File: src/rtl/acc_flags_unit_if.sv
// rtl/acc_flags_unit_if.sv - control/bus bundle between the instruction controller and the datapath unit
//
// Purpose : groups the control-word enables, opcodes, shared bus and the flag
//           feedback that pass between the controller (master) and the
//           accumulator/flags execution unit (slave).
// Signals : bus_in  - shared data bus value sampled by A/B loads
//           alu_en  - drive ALU result (with a_load: A <= ALU, flags update)
//           a_en    - drive A onto bus_out
//           a_load  - load A
//           b_en    - drive B onto bus_out
//           b_load  - load B from bus_in
//           alu_op  - 0 ADD 1 ADDC 2 SUB 3 SUBB 4 MOD 5 AND 6 OR 7 XOR
//           a_op    - 0 none 1 INC 2 DEC 3 SHL 4 SHR 5 NOT 6 COM 7 none
//           bus_out - value driven by the unit (0 when idle)
//           bus_oe  - any of alu_en/a_en/b_en set
//           flags   - registered {S, C, Z}
//           a_value - current A register
interface acc_flags_unit_if #(
  parameter int WIDTH = 16
);
  logic [WIDTH-1:0] bus_in;
  logic             alu_en;
  logic             a_en;
  logic             a_load;
  logic             b_en;
  logic             b_load;
  logic [2:0]       alu_op;
  logic [2:0]       a_op;
  logic [WIDTH-1:0] bus_out;
  logic             bus_oe;
  logic [2:0]       flags;
  logic [WIDTH-1:0] a_value;

  modport master (
    output bus_in, alu_en, a_en, a_load, b_en, b_load, alu_op, a_op,
    input  bus_out, bus_oe, flags, a_value
  );

  modport slave (
    input  bus_in, alu_en, a_en, a_load, b_en, b_load, alu_op, a_op,
    output bus_out, bus_oe, flags, a_value
  );
endinterface

File: src/rtl/acc_flags_unit.sv
// rtl/acc_flags_unit.sv - accumulator, B register, 8-function ALU and Z/C/S flags
//
// Purpose : execution unit downstream of the instruction controller. Holds A,
//           B and the flags register, computes ALU and A-op results, and
//           drives A, B or the ALU result onto the shared bus.
// Ports   : clk - rising-edge clock
//           rst - synchronous active-high reset (A, B, flags cleared)
//           dp  - acc_flags_unit_if.slave control/bus bundle
module acc_flags_unit #(
  parameter int WIDTH = 16
) (
  input  logic           clk,
  input  logic           rst,
  acc_flags_unit_if.slave dp
);

  localparam logic [2:0] ALU_ADD  = 3'd0;
  localparam logic [2:0] ALU_ADDC = 3'd1;
  localparam logic [2:0] ALU_SUB  = 3'd2;
  localparam logic [2:0] ALU_SUBB = 3'd3;
  localparam logic [2:0] ALU_MOD  = 3'd4;
  localparam logic [2:0] ALU_AND  = 3'd5;
  localparam logic [2:0] ALU_OR   = 3'd6;
  localparam logic [2:0] ALU_XOR  = 3'd7;

  localparam logic [2:0] AOP_INC = 3'd1;
  localparam logic [2:0] AOP_DEC = 3'd2;
  localparam logic [2:0] AOP_SHL = 3'd3;
  localparam logic [2:0] AOP_SHR = 3'd4;
  localparam logic [2:0] AOP_NOT = 3'd5;
  localparam logic [2:0] AOP_COM = 3'd6;

  localparam logic [WIDTH-1:0] ZERO = '0;
  localparam logic [WIDTH-1:0] ONE  = {{(WIDTH-1){1'b0}}, 1'b1};

  logic [WIDTH-1:0] a_q, a_d;
  logic [WIDTH-1:0] b_q, b_d;
  logic [2:0]       flags_q, flags_d;

  logic [WIDTH-1:0] alu_res;
  logic             alu_c;
  logic [WIDTH:0]   alu_wide;
  logic [WIDTH:0]   ext_a, ext_b, ext_cin;

  logic [WIDTH-1:0] aop_res;
  logic             aop_c;
  logic             aop_valid;

  // Carry-in is the registered C flag.
  assign ext_a   = {1'b0, a_q};
  assign ext_b   = {1'b0, b_q};
  assign ext_cin = {{WIDTH{1'b0}}, flags_q[1]};

  // ALU. Arithmetic runs one bit wider so the top bit is carry-out for
  // additions and the borrow (result went negative) for subtractions.
  always_comb begin
    alu_wide = '0;
    alu_res  = '0;
    alu_c    = 1'b0;
    case (dp.alu_op)
      ALU_ADD: begin
        alu_wide = ext_a + ext_b;
        alu_res  = alu_wide[WIDTH-1:0];
        alu_c    = alu_wide[WIDTH];
      end
      ALU_ADDC: begin
        alu_wide = ext_a + ext_b + ext_cin;
        alu_res  = alu_wide[WIDTH-1:0];
        alu_c    = alu_wide[WIDTH];
      end
      ALU_SUB: begin
        alu_wide = ext_a - ext_b;
        alu_res  = alu_wide[WIDTH-1:0];
        alu_c    = alu_wide[WIDTH];
      end
      ALU_SUBB: begin
        // A - B - Cin bottoms out at -2^WIDTH, which still fits WIDTH+1 bits.
        alu_wide = ext_a - ext_b - ext_cin;
        alu_res  = alu_wide[WIDTH-1:0];
        alu_c    = alu_wide[WIDTH];
      end
      ALU_MOD: begin
        // Divide-by-zero leaves the dividend untouched.
        alu_res = (b_q == ZERO) ? a_q : (a_q % b_q);
      end
      ALU_AND: alu_res = a_q & b_q;
      ALU_OR:  alu_res = a_q | b_q;
      ALU_XOR: alu_res = a_q ^ b_q;
      default: alu_res = '0;
    endcase
  end

  // Single-operand A operations; code 0 and the reserved code 7 are no-ops.
  always_comb begin
    aop_res   = a_q;
    aop_c     = 1'b0;
    aop_valid = 1'b1;
    case (dp.a_op)
      AOP_INC: begin
        aop_res = a_q + ONE;
        aop_c   = &a_q;
      end
      AOP_DEC: begin
        aop_res = a_q - ONE;
        aop_c   = ~|a_q;
      end
      AOP_SHL: begin
        aop_res = {a_q[WIDTH-2:0], 1'b0};
        aop_c   = a_q[WIDTH-1];
      end
      AOP_SHR: begin
        aop_res = {1'b0, a_q[WIDTH-1:1]};
        aop_c   = a_q[0];
      end
      AOP_NOT: aop_res = ~a_q;
      AOP_COM: begin
        aop_res = ZERO - a_q;
        aop_c   = |a_q;
      end
      default: aop_valid = 1'b0;
    endcase
  end

  // Next-state: ALU write-back beats a plain bus load, which beats an A-op.
  // a_op is ignored whenever a_load is set. B loads independently.
  always_comb begin
    a_d     = a_q;
    b_d     = b_q;
    flags_d = flags_q;
    if (dp.a_load && dp.alu_en) begin
      a_d     = alu_res;
      flags_d = {alu_res[WIDTH-1], alu_c, (alu_res == ZERO)};
    end else if (dp.a_load) begin
      a_d = dp.bus_in;
    end else if (aop_valid) begin
      a_d     = aop_res;
      flags_d = {aop_res[WIDTH-1], aop_c, (aop_res == ZERO)};
    end
    if (dp.b_load) begin
      b_d = dp.bus_in;
    end
  end

  always_ff @(posedge clk) begin
    if (rst) begin
      a_q     <= '0;
      b_q     <= '0;
      flags_q <= 3'b000;
    end else begin
      a_q     <= a_d;
      b_q     <= b_d;
      flags_q <= flags_d;
    end
  end

  // Bus drive priority alu_en > a_en > b_en; multiple enables are a
  // controller bug but the priority still resolves them deterministically.
  always_comb begin
    dp.bus_out = '0;
    if (dp.alu_en) begin
      dp.bus_out = alu_res;
    end else if (dp.a_en) begin
      dp.bus_out = a_q;
    end else if (dp.b_en) begin
      dp.bus_out = b_q;
    end
  end

  assign dp.bus_oe  = dp.alu_en | dp.a_en | dp.b_en;
  assign dp.flags   = flags_q;
  assign dp.a_value = a_q;

endmodule

File: src/flat_wrapper.sv
// flat-port wrapper written by rule: the top's interface ports become plain ports
module acc_flags_unit_flat 
#(
  parameter int WIDTH = 16
)
  (clk, rst, dp_bus_in, dp_alu_en, dp_a_en, dp_a_load, dp_b_en, dp_b_load, dp_alu_op, dp_a_op, dp_bus_out, dp_bus_oe, dp_flags, dp_a_value);
  acc_flags_unit_if #(.WIDTH(WIDTH)) dp_i ();
  input  logic clk;
  input  logic rst;
  input wire logic [$bits(dp_i.bus_in)-1:0] dp_bus_in;
  input wire logic [$bits(dp_i.alu_en)-1:0] dp_alu_en;
  input wire logic [$bits(dp_i.a_en)-1:0] dp_a_en;
  input wire logic [$bits(dp_i.a_load)-1:0] dp_a_load;
  input wire logic [$bits(dp_i.b_en)-1:0] dp_b_en;
  input wire logic [$bits(dp_i.b_load)-1:0] dp_b_load;
  input wire logic [$bits(dp_i.alu_op)-1:0] dp_alu_op;
  input wire logic [$bits(dp_i.a_op)-1:0] dp_a_op;
  output wire logic [$bits(dp_i.bus_out)-1:0] dp_bus_out;
  output wire logic [$bits(dp_i.bus_oe)-1:0] dp_bus_oe;
  output wire logic [$bits(dp_i.flags)-1:0] dp_flags;
  output wire logic [$bits(dp_i.a_value)-1:0] dp_a_value;
  assign dp_i.bus_in = dp_bus_in;
  assign dp_i.alu_en = dp_alu_en;
  assign dp_i.a_en = dp_a_en;
  assign dp_i.a_load = dp_a_load;
  assign dp_i.b_en = dp_b_en;
  assign dp_i.b_load = dp_b_load;
  assign dp_i.alu_op = dp_alu_op;
  assign dp_i.a_op = dp_a_op;
  assign dp_bus_out = dp_i.bus_out;
  assign dp_bus_oe = dp_i.bus_oe;
  assign dp_flags = dp_i.flags;
  assign dp_a_value = dp_i.a_value;
  acc_flags_unit #(.WIDTH(WIDTH)) u_core (.clk(clk), .rst(rst), .dp(dp_i));
endmodule
File: config.mk
export PLATFORM = sky130hd
export DESIGN_NAME = acc_flags_unit_flat
export DESIGN_NICKNAME = d
export VERILOG_FILES = /design/src/rtl/acc_flags_unit_if.sv /design/src/rtl/acc_flags_unit.sv /design/src/flat_wrapper.sv
export SDC_FILE = /design/constraint.sdc
export NUM_CORES = 1
export LEC_CHECK = 0
export CAP_MARGIN = 10
export CORE_MARGIN = 1
export CORE_UTILIZATION = 56
export CTS_CLUSTER_DIAMETER = 60
export DETAILED_ROUTE_END_ITERATION = 7
export GPL_ROUTABILITY_DRIVEN = 0
export PLACE_DENSITY = 0.74
export SETUP_SLACK_MARGIN = 0.02
export SYNTH_ARGS = -nofsm -noshare
export SYNTH_HDL_FRONTEND = slang
export SYNTH_SLANG_ARGS = --single-unit
File: constraint.sdc
create_clock -name clk -period 55.5 [get_ports clk]
set_input_delay 11.1 -clock clk [delete_from_list [all_inputs] [get_ports clk]]
set_output_delay 11.1 -clock clk [all_outputs]
set_load 0.02 [all_outputs]
# Word level (Yosys, flattened, before mapping)
# Cells that the tools add are included.
# Widths: inputs -> output; s select.
[op_classes] add_sub_neg=7 div_mod_pow=1 n_eq_ne=14 n_mux=15 n_bitwise=6 reduce_logical=12
[ops] op="$pmux 16 s8" count=1
[ops] op="$mux 16" count=7
[ops] op="$pmux 16 s6" count=1
[ops] op="$logic_not 16->1" count=3
[ops] op="$eq 3x3->1 const B" count=7
[ops] op="$add 16x16->17" count=1
[ops] op="$add 17x1->17" count=1
[ops] op="$sub 16x16->17" count=1
[ops] op="$sub 17x1->17" count=1
[ops] op="$add 16x1->16 const B" count=1
[ops] op="$and 16x16->16" count=1
[ops] op="$mod 16x16->16" count=1
[ops] op="$not 16->16" count=1
[ops] op="$or 16x16->16" count=1
[ops] op="$reduce_and 16->1" count=1
[ops] op="$reduce_or 16->1" count=1
[ops] op="$sub 1x16->16 const A" count=1
[ops] op="$sub 16x1->16 const B" count=1
[ops] op="$xor 16x16->16" count=1
[ops] op="$eq 3x2->1 const B" count=4
[ops] op="$mux 3" count=3
[ops] op="$eq 3x1->1 const B" count=2
[ops] op="$reduce_or 6->1" count=1
[ops] op="$pmux 1 s5" count=1
[ops] op="other kinds (10)" count=11
[totals] reg_bits=35 input_bits=29 output_inout_bits=36 elab_cells=58

# Depth between registers and ports, before layout
# Gate-level depths: netlist of the first run.
[logic_depth] depth_word=6 ltp_mapped=133 mapped_depth_nobuf=125

# Worst setup path before layout of the first run
# No wires, ideal clock.
[synth_path] kind="flip-flop to output port" from="register u_core.b_q[15]" to="output port dp_bus_out[15]" arrival_time_ns=27.877 required_time_ns=44.400 slack_ns=16.523 stages_incl_launch_ff=117 path_buffers=12 cell_sequence="dfxtp_1 buf_6 or4_4 nor3_4 nand3_1 and2_1 ha_1 o21a_1 o21a_1 nand2_1 a31o_2 ha_1 nor2_1 a211oi_1 mux2i_1 a22o_1 ha_1 o211ai_1 [81 not listed] o41a_1 a211oi_1 o21a_1 clkbuf_1 clkbuf_1 a21oi_1 a21o_1 ha_1 or3_1 or4_1 o21ai_0 clkbuf_1 nor4_1 a311oi_1 nand2_1 o31ai_1 a211oi_1 a31oi_1"
[synth_via] elab_chain_len=4 word_cells_on_any_way=14 cone_classes="add/sub: 4; div: 1; mux: 5; bitwise: 3; reduce/logical: 1"
[synth_lines] element="start: declaration" line="acc_flags_unit.sv:37" rtl="logic [WIDTH-1:0] b_q, b_d;"
[synth_lines] element="start signal: assignment" line="acc_flags_unit.sv:147" rtl="b_q <= '0;"
[synth_lines] element="start signal: assignment" line="acc_flags_unit.sv:151" rtl="b_q <= b_d;"
[synth_lines] element="$mod 16x16->16 (tied with other cells)" line="acc_flags_unit.sv:84" rtl="alu_res = (b_q == ZERO) ? a_q : (a_q % b_q);"
[synth_lines] element="$mux 16 (tied with other cells)" line="acc_flags_unit.sv:84"
[synth_lines] element="$pmux 16 s8" line="acc_flags_unit.sv:60" rtl="case (dp.alu_op)"
[synth_lines] element="$mux 16 (*)" line="acc_flags_unit.sv:160" rtl="if (dp.alu_en) begin"
[synth_lines] element="end: declaration" line="flat_wrapper.sv:18" rtl="output wire logic [$bits(dp_i.bus_out)-1:0] dp_bus_out;"
# Every way passes the cells marked *; elsewhere a longest branch is shown, timed or not.

# Worst setup path after layout of the first run
[layout_path] from="register u_core.b_q[15]" to="output port dp_bus_out[13]"
[layout_via] elab_chain_len=4 word_cells_on_any_way=5 cone_classes="div: 1; mux: 3; reduce/logical: 1"
[layout_lines] element="$mod 16x16->16 or $logic_not 16->1 (tied branches)" line="acc_flags_unit.sv:84"
[layout_lines] element="$mux 16 (*)" line="acc_flags_unit.sv:84"
[layout_lines] element="$pmux 16 s8 (*)" line="acc_flags_unit.sv:60"
[layout_lines] element="$mux 16 (*)" line="acc_flags_unit.sv:160"
# Marked as above.

==> key figures, run 1 <==
Outcome
  – Status: finished, final reports clean

Floorplanning
  – Initial Utilization: 0.574
  – Core Rows: 60
  – Die Ht: about 170 um
  – Die width: about 170 um
  – Core area: 27000 um^2
  – # IOs: 65
  – Die area: ~28000 um^2

Logic synthesis
  – Syn_nets: roughly 2500
  – Register area share after synthesis: 0.0452
  – Synth Register Bits: 35
  – Dominant cells by area after synthesis: ha_1 16%, a21oi_1 6.1%, nor2_1 6.0%, xnor2_1 5.0%, nand2_1 4.8%
  – Netlist cell types: around 110
  – Synth Instances: ~2300
  – Syn Std Cell Area: 15500 um^2
  – Syn Area/Cell: between 6 and 7 um^2
  – Synth top area share: 0.165
  – Yosys top cell by area: ha_1
  – YS warnings: 0
  – Post-synth ARST share: 0
  – EDFF count, synth: 0
  – Post-synth top flop: dfxtp_1

Setup path
  – CP endpoint kind: output pin
  – CP Class: reg -> out
  – CP max-delay cell: a21oi_1
  – Worst reg2reg path startpoint: u_core.b_q[15]
  – CP top delay family: compound AO/OA/AOI/OAI gates
  – Worst path required time: 44.40 ns
  – Buf/Inv on CP: 5
  – Critical path arrival: 34.11 ns
  – Max incr delay on CP: approximately 0.78 ns
  – Worst setup startpoint: u_core.b_q[15]
  – Most used cell, CP: ha_1
  – CP max FO: 19
  – Nature of the critical path startpoint: flop

Clock tree
  – Clk sink count: 35
  – CTS Hold Buffers Added: 0
  – TritonCTS clock tree: yes
  – Clock root cell: clkbuf_16
  – Worst-Skew Late Latency: roughly 0.28 ns
  – H-tree depth: 2
  – Setup Buffers After CTS: 0
  – Post_cts resized: 0
  – Clock slew at reported path FFs: 0.06 ns
  – Clock Tree Buf Depth: 2
  – CTS Buf Count: 5

STA
  – Final period utilization: 0.815
  – Pins over their slew limit: 0
  – Setup TNS: 0 ns
  – RSZ-0062 raised after global routing: false
  – Fin crit period: 45.21 ns
  – Headroom to the max-slew limit: 0.268
  – Clk_skew: approximately 0.0069 ns
  – Final setup vio count: 0
  – Worst Tran Pin Value: approximately 1.1 ns
  – Fmax achieved: about 22 MHz
  – Final hold vios: 0

Finish
  – Area Growth Syn to Fin: 6.71%
  – Diode count: 0
  – Fill cells: 2546
  – Share of cells above drive strength 1: 0.0524
  – Finished layout cell area: ~17000 um^2
  – Fin nets: ~2500

Routing
  – Via/cell ratio: between 7 and 8
  – Via count: about 19000
  – Number of remaining DRC errors: 0
  – TritonRoute pass-1 iters: 6
  – Drt initial violations: approximately 2600
  – Post-route ant nets: 0
  – WL per Instance: around 23 um
  – Drt total wl: slightly above 60000 um

Placed design
  – DP Area: between 15000 and 20000 um^2
  – HPWL Detailed: approximately 47000 um
  – IO Port Bufs: 64

Run
  – Max_cap viols: 0

GRT
  – Vias in the first global route: around 17000
  – Grt ovf: 0
  – GRT Total Usage: 0.413
  – First-pass GRT wire length: 93100 um
  – Initial antenna violation count: 1
  – Largest net degree at the start of global routing: 51

Worst hold path
  – Min-delay worst type: reg -> reg
  – Worst hold start: u_core.dp.flags[2]
state kept, by name (all words and copies together) (netlist names):
register,flops
u_core.dp.a_value,16
u_core.b_q,16
u_core.dp.flags,3
final cells by class:
cell class,instances,area [um^2],share of cell area
inverters,100,375,0.0227
clock inverters,2,12.5,0.000756
well taps,341,427,0.0258
multi-input cells,2024,14000,0.844
clock buffers,6,129,0.00779
flip-flops and latches,35,701,0.0423
repair buffers,104,943,0.0570
worst reg2reg max path, delay by kind of cell, from the launching register on:
kind            cells  cell delay (ns)
compound gates     55            18.12
simple gates       36             8.96
fa+ha+maj          15             4.92
mux                 3             0.82
buf+inv             4             0.69
flops               1             0.48
per-layer routing:
layer,global-route usage,share of wire,vias up
met2,0.615,0.41,1443
met4,0.243,0.066,0
li1,-,-,8604
met3,0.0816,0.13,281
met1,0.550,0.39,8694
met5,0,0,-
layout by cell type (no fill, tap or decap), types with 27 or more instances in the layout:
master	instances
xor2_1	56
mux2i_1	56
clkdlybuf4s50_1	64
a31oi_1	27
ha_1	204
or3_1	36
o21a_1	50
a21oi_1	189
a211oi_1	45
xnor2_1	88
inv_1	95
nand3_1	63
nor4_1	29
dfxtp_1	35
nand2_1	199
a21o_1	48
o211ai_1	28
o21ai_0	139
buf_4	38
nor2_1	249
nor3_1	80
metrics by stage:
stage | hold WS, ns | std cells | setup slack [ns] | utilization
final | 0.516 | 2612 | 10.29 | 0.612
after floorplan | 0.530 | 2280 | 16.52 | -
after CTS | 0.510 | 2610 | 10.72 | 0.612
after global routing | 0.545 | 2612 | 8.52 | 0.612
after global placement | 0.494 | 2602 | 12.29 | 0.606
after detailed placement | 0.498 | 2602 | 11.07 | 0.606
cell families after synthesis:
family,synth area share
XOR/XNOR,0.0813
AND/OR/NAND/NOR,0.251
flip-flops,0.0452
adder cells (fa/ha/maj),0.170
buffers and inverters,0.0546
AO/OA/AOI/OAI,0.356
multiplexers,0.0422
path summary, 6_finish.rpt:
path	to	slack, ns	depth (start not counted)
max	dp_bus_out[13]	10.29	114
min	u_core.dp.flags[2]	0.52	2
max reg2reg	u_core.dp.flags[0]	21.48	113
min reg2reg	u_core.dp.flags[2]	0.52	2
Yosys cell counts (48+ instances only):
cell type  number
a21o_1         48
a21oi_1       189
clkbuf_1      102
ha_1          204
inv_1          95
mux2i_1        56
nand2_1       199
nand3_1        63
nor2_1        249
nor3_1         80
o21a_1         50
o21ai_0       140
xnor2_1        88
xor2_1         56
Power of run 1 is left out: the tool's default activity adds up to more than one toggle a clock period on the data nets, which glitch-free logic cannot reach.
==> run 2, diff against run 1 <==
==> constraint.sdc (replaced) <==
create_clock -name clk -period 47 [get_ports clk]
set_input_delay 9.4 -clock clk [delete_from_list [all_inputs] [get_ports clk]]
set_output_delay 9.4 -clock clk [all_outputs]
set_load 0.02 [all_outputs]
==> run 2 against run 1 <==
Net effect:
- cell count about the same
- sequential cell count unchanged
- clock skew decreased by 0.0039 ns
- critical endpoint is now dp_bus_out[9]
- register-to-register slack got worse by 8.7 ns
- final area about the same
- largest cell class unchanged
- clock-buffer cell count increased by 2
- die area unchanged
- sequential share of layout area about the same
- setup slack got worse by 7.2 ns
- via count decreased by 1.0%
==> key figures, run 2 (synthesis gave the netlist of run 1 again) <==
Clock tree
  – Setup Buffers After CTS: 0
  – CTS Buf Count: 5
  – CTS Hold Buffers Added: 0
  – H-tree depth: 2
  – Clock root cell: clkbuf_16
  – Worst-Skew Late Latency: 0.28 ns
  – Clock Tree Buf Depth: 2
  – Clock slew at reported path FFs: around 0.05 ns
  – TritonCTS clock tree: yes
  – Clk sink count: 35
  – Post_cts resized: 0

Routing
  – Via/cell ratio: 7.21
  – Post-route ant nets: 0
  – Drt total wl: between 60000 and 70000 um
  – Drt initial violations: roughly 2400
  – WL per Instance: 23.3 um
  – Via count: ~19000
  – TritonRoute pass-1 iters: 8
  – Number of remaining DRC errors: 0

Finish
  – Commonest non-fill, non-tap cell in the layout: nor2_1
  – Fin nets: 2506
  – Area Growth Syn to Fin: 6.72%
  – Share of cells above drive strength 1: 0.0524
  – Diode count: 0
  – Post-layout util: 0.612
  – Most frequent cells in the layout: 249 x nor2_1, 204 x ha_1, 199 x nand2_1
  – Finished layout cell area: 16500 um^2

Setup path
  – Critical path arrival: ~35 ns
  – CP max FO: 19
  – CP Class: reg -> out
  – CP endpoint kind: output pin
  – CP Depth: between 100 and 150
  – Most used cell, CP: ha_1
  – Nature of the critical path startpoint: flop
  – Worst path required time: 37.60 ns
  – Buf/Inv on CP: 6
  – CP max-delay cell: a2111oi_0
  – CP top delay family: compound AO/OA/AOI/OAI gates
  – Reg2Reg Depth: about 110
  – Max incr delay on CP: 1.07 ns

GRT
  – First-pass GRT wire length: about 93000 um
  – GRT Total Usage: 0.413
  – Vias in the first global route: 16800
  – Grt ovf: 0
  – Initial antenna violation count: 0
  – Largest net degree at the start of global routing: 51

STA
  – Fmax achieved: 22.8 MHz
  – Setup TNS: 0 ns
  – Fin crit period: 43.93 ns
  – RSZ-0062 raised after global routing: false
  – Final setup vio count: 0
  – Final hold vios: 0
  – Final worst slack: between 3 and 4 ns
  – Final period utilization: 0.935
  – Worst Tran Pin Value: ~1.2 ns
  – Clk_skew: 0.00306 ns
  – Pins over their slew limit: 0
  – Headroom to the max-slew limit: 0.170

Floorplanning
  – Die Ht: 168 um
  – Die area: approximately 28000 um^2
  – Core area: approximately 27000 um^2
  – Initial Utilization: 0.574
  – Die width: 168 um
  – # IOs: 65
  – Core Rows: 60

Worst hold path
  – Min-delay worst type: reg -> reg
  – Worst Hold Depth: 2

Placed design
  – HPWL Detailed: 46900 um
  – IO Port Bufs: 64
  – Pre-CTS setup slack: 4.38 ns
  – DP Area: around 16000 um^2

Run
  – Max_cap viols: 0

Outcome
  – Status: finished, final reports clean
## run 2: changes by cell type in the layout (fill, tap and decap cells not counted), sizes merged
| cell | change |
|---|---|
| buf | -1 |
| clkbuf | +3 |
| clkinv | -1 |
| clkinvlp | -1 |
| dlymetal6s2s | -1 |
## run 2: layer usage
| metal | part of all wire | GRT usage | vias up |
|---|---|---|---|
| li1 | - | - | 8588 |
| met1 | 0.39 | 0.555 | 8586 |
| met2 | 0.41 | 0.617 | 1373 |
| met3 | 0.13 | 0.0710 | 276 |
| met4 | 0.068 | 0.241 | 0 |
| met5 | 0 | 0 | - |
## run 2: per-stage QoR
step / hold WS, ns / instances
floorplan: 0.530 / 2280
global placement: 0.494 / 2602
detailed placement: 0.491 / 2602
CTS: 0.499 / 2610
global route: 0.556 / 2611
finish: 0.505 / 2611
## run 2: final timing paths
kind / endpoint / slack (ns) / start
worst max-delay path: dp_bus_out[9] / 3.07 / u_core.b_q[15]
worst min-delay path: u_core.dp.flags[2] / 0.50 / u_core.dp.flags[2]
worst max register to register: u_core.dp.flags[0] / 12.79 / u_core.b_q[15]
worst min register to register: u_core.dp.flags[2] / 0.50 / u_core.dp.flags[2]
## run 2: cell type report
cell class / instances / area [um^2]
clock buffer: 8 / 156
fill: 2553 / 10500
inverter: 100 / 375
multi-input combinational: 2024 / 14000
sequential: 35 / 701
tap: 341 / 427
timing repair buffer: 103 / 931
## run 2: worst register-to-register path: cells and delay by family (launching register included)
family                   cells  cell delay (ns)
AND/OR/NAND/NOR             34             8.24
buffers and inverters        3             0.42
AO/OA/AOI/OAI               57            19.11
flip-flops                   1             0.48
multiplexers                 3             0.90
adder cells (fa/ha/maj)     15             4.99
Power of run 2 is left out for the same reason.
